[src/rtl/vga_sync_controller.sv]
// VGA timing generator: pixel/line counters, registered sync/active decode, line/frame pulses.
// Define VGA_SYNC_FRAME_COUNT_EN to add the 8-bit FrameCount output.
module vga_sync_controller #(
   parameter int unsigned H_ACTIVE = 640,
   parameter int unsigned H_FRONT  = 16,
   parameter int unsigned H_SYNC   = 96,
   parameter int unsigned H_BACK   = 48,
   parameter int unsigned V_ACTIVE = 480,
   parameter int unsigned V_FRONT  = 10,
   parameter int unsigned V_SYNC   = 2,
   parameter int unsigned V_BACK   = 33
) (
   input  logic       Clock,
   input  logic       Reset,
   input  logic       PixelTick,
   input  logic       Enable,
   output logic [9:0] PixelX,
   output logic [9:0] PixelY,
   output logic       HSync,
   output logic       VSync,
   output logic       DisplayActive,
   output logic       LineStart,
   output logic       FrameStart
`ifdef VGA_SYNC_FRAME_COUNT_EN
   ,
   output logic [7:0] FrameCount
`endif
);

   localparam int unsigned H_TOTAL = H_ACTIVE + H_FRONT + H_SYNC + H_BACK;
   localparam int unsigned V_TOTAL = V_ACTIVE + V_FRONT + V_SYNC + V_BACK;

   // Last count of each region; a state is left on the advance out of its last count.
   localparam logic [9:0] H_ACT_END = 10'(H_ACTIVE - 1);
   localparam logic [9:0] H_FP_END  = 10'(H_ACTIVE + H_FRONT - 1);
   localparam logic [9:0] H_SP_END  = 10'(H_ACTIVE + H_FRONT + H_SYNC - 1);
   localparam logic [9:0] H_LAST    = 10'(H_TOTAL - 1);
   localparam logic [9:0] V_ACT_END = 10'(V_ACTIVE - 1);
   localparam logic [9:0] V_FP_END  = 10'(V_ACTIVE + V_FRONT - 1);
   localparam logic [9:0] V_SP_END  = 10'(V_ACTIVE + V_FRONT + V_SYNC - 1);
   localparam logic [9:0] V_LAST    = 10'(V_TOTAL - 1);

   typedef enum logic [1:0] {H_ACT, H_FP, H_SP, H_BP} h_state_t;
   typedef enum logic [1:0] {V_ACT, V_FP, V_SP, V_BP} v_state_t;

   h_state_t   h_state, h_next;
   v_state_t   v_state, v_next;
   logic [9:0] x_next, y_next;
   logic       advance, line_end;
   logic       hsync_next, vsync_next, active_next;
   logic       line_start_next, frame_start_next;

   // State register: counters and level outputs move only on an advance; pulses reload every edge.
   always_ff @(posedge Clock or negedge Reset) begin
      if (!Reset) begin
         h_state       <= H_ACT;
         v_state       <= V_ACT;
         PixelX        <= '0;
         PixelY        <= '0;
         HSync         <= 1'b1;
         VSync         <= 1'b1;
         DisplayActive <= 1'b1;
         LineStart     <= 1'b0;
         FrameStart    <= 1'b0;
      end else begin
         LineStart  <= line_start_next;
         FrameStart <= frame_start_next;
         if (advance) begin
            h_state       <= h_next;
            v_state       <= v_next;
            PixelX        <= x_next;
            PixelY        <= y_next;
            HSync         <= hsync_next;
            VSync         <= vsync_next;
            DisplayActive <= active_next;
         end
      end
   end

   // Next-state logic for both counters and both region FSMs.
   always_comb begin
      advance  = PixelTick & Enable;
      line_end = (PixelX == H_LAST);
      h_next   = h_state;
      v_next   = v_state;
      x_next   = PixelX;
      y_next   = PixelY;
      if (advance) begin
         x_next = line_end ? '0 : PixelX + 10'd1;
         unique case (h_state)
            H_ACT:   if (PixelX == H_ACT_END) h_next = H_FP;
            H_FP:    if (PixelX == H_FP_END)  h_next = H_SP;
            H_SP:    if (PixelX == H_SP_END)  h_next = H_BP;
            H_BP:    if (line_end)            h_next = H_ACT;
            default:                          h_next = H_ACT;
         endcase
         if (line_end) begin
            y_next = (PixelY == V_LAST) ? '0 : PixelY + 10'd1;
            unique case (v_state)
               V_ACT:   if (PixelY == V_ACT_END) v_next = V_FP;
               V_FP:    if (PixelY == V_FP_END)  v_next = V_SP;
               V_SP:    if (PixelY == V_SP_END)  v_next = V_BP;
               V_BP:    if (PixelY == V_LAST)    v_next = V_ACT;
               default:                          v_next = V_ACT;
            endcase
         end
      end
   end

   // Output decode of the next state, so registered levels line up with the new counts.
   always_comb begin
      hsync_next       = (h_next != H_SP);
      vsync_next       = (v_next != V_SP);
      active_next      = (h_next == H_ACT) && (v_next == V_ACT);
      line_start_next  = advance && (x_next == '0);
      frame_start_next = line_start_next && (y_next == '0);
   end

`ifdef VGA_SYNC_FRAME_COUNT_EN
   // Counts on the same edge that raises FrameStart.
   always_ff @(posedge Clock or negedge Reset) begin
      if (!Reset) begin
         FrameCount <= '0;
      end else if (frame_start_next) begin
         FrameCount <= FrameCount + 8'd1;
      end
   end
`endif

endmodule

[config.mk]
export PLATFORM = sky130hd
export DESIGN_NAME = vga_sync_controller
export DESIGN_NICKNAME = d
export VERILOG_FILES = /design/src/rtl/vga_sync_controller.sv
export SDC_FILE = /design/constraint.sdc
export NUM_CORES = 1
export LEC_CHECK = 0
export ABC_AREA = 1
export BUFFER_PORTS_ARGS = -buffer_cell sky130_fd_sc_hd__buf_2
export CAP_MARGIN = 20
export CORE_MARGIN = 1
export CORE_UTILIZATION = 28
export DETAILED_ROUTE_END_ITERATION = 8
export GPL_TIMING_DRIVEN = 0
export SYNTH_ARGS = -nofsm -noshare
export SYNTH_HDL_FRONTEND = slang
export SYNTH_SLANG_ARGS = --single-unit
[constraint.sdc]
create_clock -name Clock -period 1.75 [get_ports Clock]
set_input_delay 0.175 -clock Clock [delete_from_list [all_inputs] [get_ports Clock]]
set_output_delay 0.175 -clock Clock [all_outputs]
set_load 0.01 [all_outputs]
Word-level counts from Yosys, hierarchy flattened
Index checks and enable logic that the tools add are counted.
W data, S select, Z words.
Word-level totals
  word-level logic and storage cells: 55
  output and inout port bits: 25
  register bits after elaboration: 29
Operators by class
  bitwise logic cells: 1
  reduce and logical (&&, ||, !) cells: 9
  muxes and demuxes: 18
  equality and inequality tests: 16
  add/sub/neg operators: 2
Operators by type and width (number)
  $eq A10 B10 Y1 const B: 5
  $mux W10: 5
  $eq A10 B9 Y1 const B: 3
  $mux W2: 11
  $add A10 B1 Y10 const B: 2
  $logic_not A10 Y1: 2
  $pmux W2 S4: 2
  $eq A2 B2 Y1 const B: 4
  $logic_not A2 Y1: 4
  $eq A2 B1 Y1 const B: 2
  $ne A2 B2 Y1 const B: 2
  $logic_and A1 B1 Y1: 3
  $and A1 B1 Y1: 1

Longest topological paths before layout
  depth after elaboration: 7
  mapped depth: 14
  gate-level depth less buffers: 13

Worst setup path before layout
Ideal clock, no wire load.
  path type: register to register
  start point: register PixelX[0]
  end point: register FrameStart
  arrival time: 1612 ps
  stages on the path, launching flop included: 13
  library setup time: 71 ps
  period minus slack after synthesis: 1684 ps
  path slack: 66 ps
  cell sequence: dfrtp_1 ha_1 nand2_1 nor2_8 nand3_4 nor2_4 buf_6 nand2_1 nand3_1 nand2_1 nor2_2 nand3_1 nor2_1
On the way
  cells in the longest elaborated chain, start to end: 6
RTL lines
  from (decl): line 17  | output logic [9:0] PixelX,
  from (signal assigned): line 71  | PixelX <= x_next;
  $add A10 B1 Y10 / $eq A10 B10 Y1 (equally long branches): line 89, 83
  $mux W10: line 89  | x_next = line_end ? '0 : PixelX + 10'd1;
  $mux W10: line 88  | if (advance) begin
  $logic_not A10 Y1: line 115  | line_start_next = advance && (x_next == '0);
  $logic_and A1 B1 Y1: line 115
  $logic_and A1 B1 Y1 (*): line 116  | frame_start_next = line_start_next && (y_next == '0);
  named net frame_start_next: line 51  | logic line_start_next, frame_start_next;
  to (signal assigned): line 67  | FrameStart <= frame_start_next;
  to (decl): line 23  | output logic FrameStart
The timed path passes the listed nets; every way through them passes the cells marked *.
A chain may end at the register's enable or synchronous reset.

Worst setup path in the final report
Same ends and word-level chain as after synthesis.

==> impl_results.md <==
* Post-DR wirelength/cell at 12.5 um
* Crit. End Element: register
* Worst Setup Slack, final at -0.00879 ns
* Worst-path maximum fanout at 5
* Final Hold Fails at 0
* Clk root buf: clkbuf_8
* Initial DRC Count at 107
* CP max-delay cell: dfrtp_1
* Metal3 WL at 244 um
* Overall Power at 1.98 mW
* CP Cell Sequence: ha_4, nand2_4, nor2_8, nand3_4, nor2_4, buf_6, nand2_2, nand3_2, nand2_2, nor2_4, nand3_2, nor2_1
* Num Clock Sinks at 29
* Uppermost routed layer: met4
* Area Overhead vs Synth at 35.1%
* Tcrit/Tclk final at 101%
* Initial core utilization at 29.8%
* Power density of the placed cells at 756 nW/um^2
* Vias at 2031
* Pre-CTS WS at -0.228 ns
* Worst skew pair latency at 0.29 ns
* Slew HR at 53.7%
* Clock buffer depth at 2
* Fraction of layout cells with a size suffix above 1 at 31.9%
* Initial antenna violation count at 0
* DIE HEIGHT at 85.1 um
* Worst-Margin Slew at 0.694 ns
* Final setup violation count at 1
* Yosys cell types at 27
* Vias/cell at 4.78
* Port buffer count at 28
* Worst clock skew at 0.00802 ns
* Total of warnings raised by yosys at 0
* Die X-Extent at 85.1 um
* Critical Path Source Type: register
* Synthesized area at 1940 um^2
* First-pass GRT wire length at 8660 um
* Ant diodes at 0
* Flops & latches, synth at 29
* Critical path class: register to register
* Worst Path Required at 1.96 ns
* Syn Inst Count at 291
* Syn_area_per_cell at 6.65 um^2
* Failing checks: setup timing
* VDD IR max at 0.000349 V
* CTS tree: yes
* Max cap viols at 0
* Max incr delay on CP at 0.41 ns
* Status: finished with violations
* Fmax at 569 MHz
* First-pass DRT Iterations at 4
* IO Pins at 29
* Wirelength, routed at 5290 um
* Gpl congestion at 0.879
* DP Wirelength at 3650 um
* DRC viols at 0
* Antenna viol nets, final at 0
* Total track usage at 15.3%
* Static Leak at 1.33 nW
* TritonCTS Buffers at 5
* Most common cell after layout, fill and taps aside: nand2_1
* Clock transition at the registers of the reported paths at 0.07 ns
* Vias in the first global route at 1860
* Pin count of the biggest net entering global routing at 30
* Fin nets at 355
* Final min period at 1.76 ns
* Die area at 7250 um^2
* Commonest non-fill, non-tap cells in the layout: 71 x nand2_1, 45 x inv_1, 38 x nor2_1, 30 x buf_2, 23 x nand3_1
* Met2 wire len at 2460 um
* Final Max Tran Viols at 0
* Wl on met1 at 2460 um
* Register area share after synthesis at 37.7%
* Critical Path AT at 1.97 ns
* Type of the tightest min-delay check: register to register
* Synth Net Count at 299
* Grt ovf at 0
* RSZ-0062 raised after global routing: true
* H-tree Lvls at 2
* Core ar. at 6490 um^2
* Row count at 29
-- report_power, final --
group | total [mW] | switching (mW) | internal [mW]
sequential | 0.835 | 0.0923 | 0.742
clock | 0.579 | 0.259 | 0.320
combinational | 0.563 | 0.345 | 0.218
-- worst paths after layout --
| check | start | end | slack, ns | cells past startpoint |
|---|---|---|---|---|
| worst min register to register | DisplayActive | DisplayActive | 0.46 | 2 |
| max in group asynchronous | Reset | PixelY[1] | 0.79 | 2 |
| worst min-delay path | DisplayActive | DisplayActive | 0.46 | 2 |
| min in group asynchronous | Reset | PixelX[5] | 0.47 | 2 |
| worst max-delay path | PixelX[0] | FrameStart | -0.009 | 12 |
| worst max register to register | PixelX[0] | FrameStart | -0.009 | 12 |
-- layout make-up --
cell class              instances  area (um^2)
plain buffers                   5         36.3
well taps                      77         96.3
inverters                      51          195
fillers                       674         3880
clock buffers                   8         90.1
repair buffers                 49          308
flip-flops and latches         29          734
multi-input cells             206         1150
-- critical path, delay by kind of cell, from the launching register on --
kind | cells | cell delay, ns
and+or+nand+nor | 10 | 0.95
adders and majority gates | 1 | 0.18
buffers and inverters | 1 | 0.14
DFF | 1 | 0.41
-- synthesized netlist by cell type --
| master | number | area (um^2) |
|---|---|---|
| nand2_2 | 1 | 6.26 |
| inv_2 | 2 | 7.51 |
| o21ai_0 | 13 | 65.1 |
| nand3_1 | 29 | 145 |
| o211ai_1 | 1 | 7.51 |
| nor2_8 | 1 | 20.0 |
| dfrtp_1 | 26 | 651 |
| ha_1 | 4 | 50.1 |
| o21ai_1 | 1 | 5.00 |
| xnor2_1 | 1 | 8.76 |
| clkbuf_1 | 1 | 3.75 |
| inv_1 | 48 | 180 |
| nor2_2 | 2 | 12.5 |
| buf_6 | 2 | 22.5 |
| nand4_1 | 8 | 50.1 |
| nor2_1 | 44 | 165 |
| xor2_1 | 2 | 17.5 |
| or2_2 | 1 | 6.26 |
| nand3_2 | 1 | 10.0 |
| nand3_4 | 1 | 17.5 |
| clkinv_2 | 1 | 5.00 |
| nor2_4 | 2 | 22.5 |
| buf_2 | 2 | 10.0 |
| nor3_1 | 7 | 35.0 |
| a21oi_1 | 5 | 25.0 |
| nand2_1 | 82 | 308 |
| dfstp_2 | 3 | 78.8 |
-- metal layers --
metal | vias up | global-route usage, %
li1 | 1021 | -
met2 | 47 | 23.7
met1 | 952 | 20.3
met3 | 11 | 3.40
met5 | - | 0
met4 | 0 | 7.09
-- through the flow --
stage / util, % / cell area [um^2] / hold slack (ns) / std cells / TNS, ns
after floorplan: - / 1940 / -0.121 / 291 / 0
after detailed placement: 33.4 / 2170 / 0.263 / 396 / -0.544
final: 40.3 / 2620 / 0.464 / 425 / -0.00879
after global routing: 40.3 / 2620 / 0.500 / 425 / -0.426
after CTS: 37.1 / 2410 / 0.457 / 418 / -0.0840
after global placement: 33.4 / 2170 / 0.254 / 396 / -0.519
-- flip-flops by register name (all words and copies together), names as in the netlist --
signal         flops
HSync              1
PixelY            10
h_state            2
FrameStart         1
LineStart          1
PixelX            10
v_state            2
DisplayActive      1
VSync              1
-- kinds of logic after synthesis --
family                     synth area share, %
and+or+nand+nor                           41.2
buffers and inverters                     11.8
DFF                                       37.7
AOI/OAI and AO/OA                         5.30
adders and majority gates                 2.59
xor gates and xnor gates                  1.36
-- repair_timing --
item	CTS	global route
gates cloned	1	0
hold buffers	1	0
hold endpoints to repair	26	0
gates resized for setup	17	42
setup endpoints to repair	5	9
buffers inserted	12	7
pin swaps	8	21
Note: power is estimated with default switching activity, not from simulation.
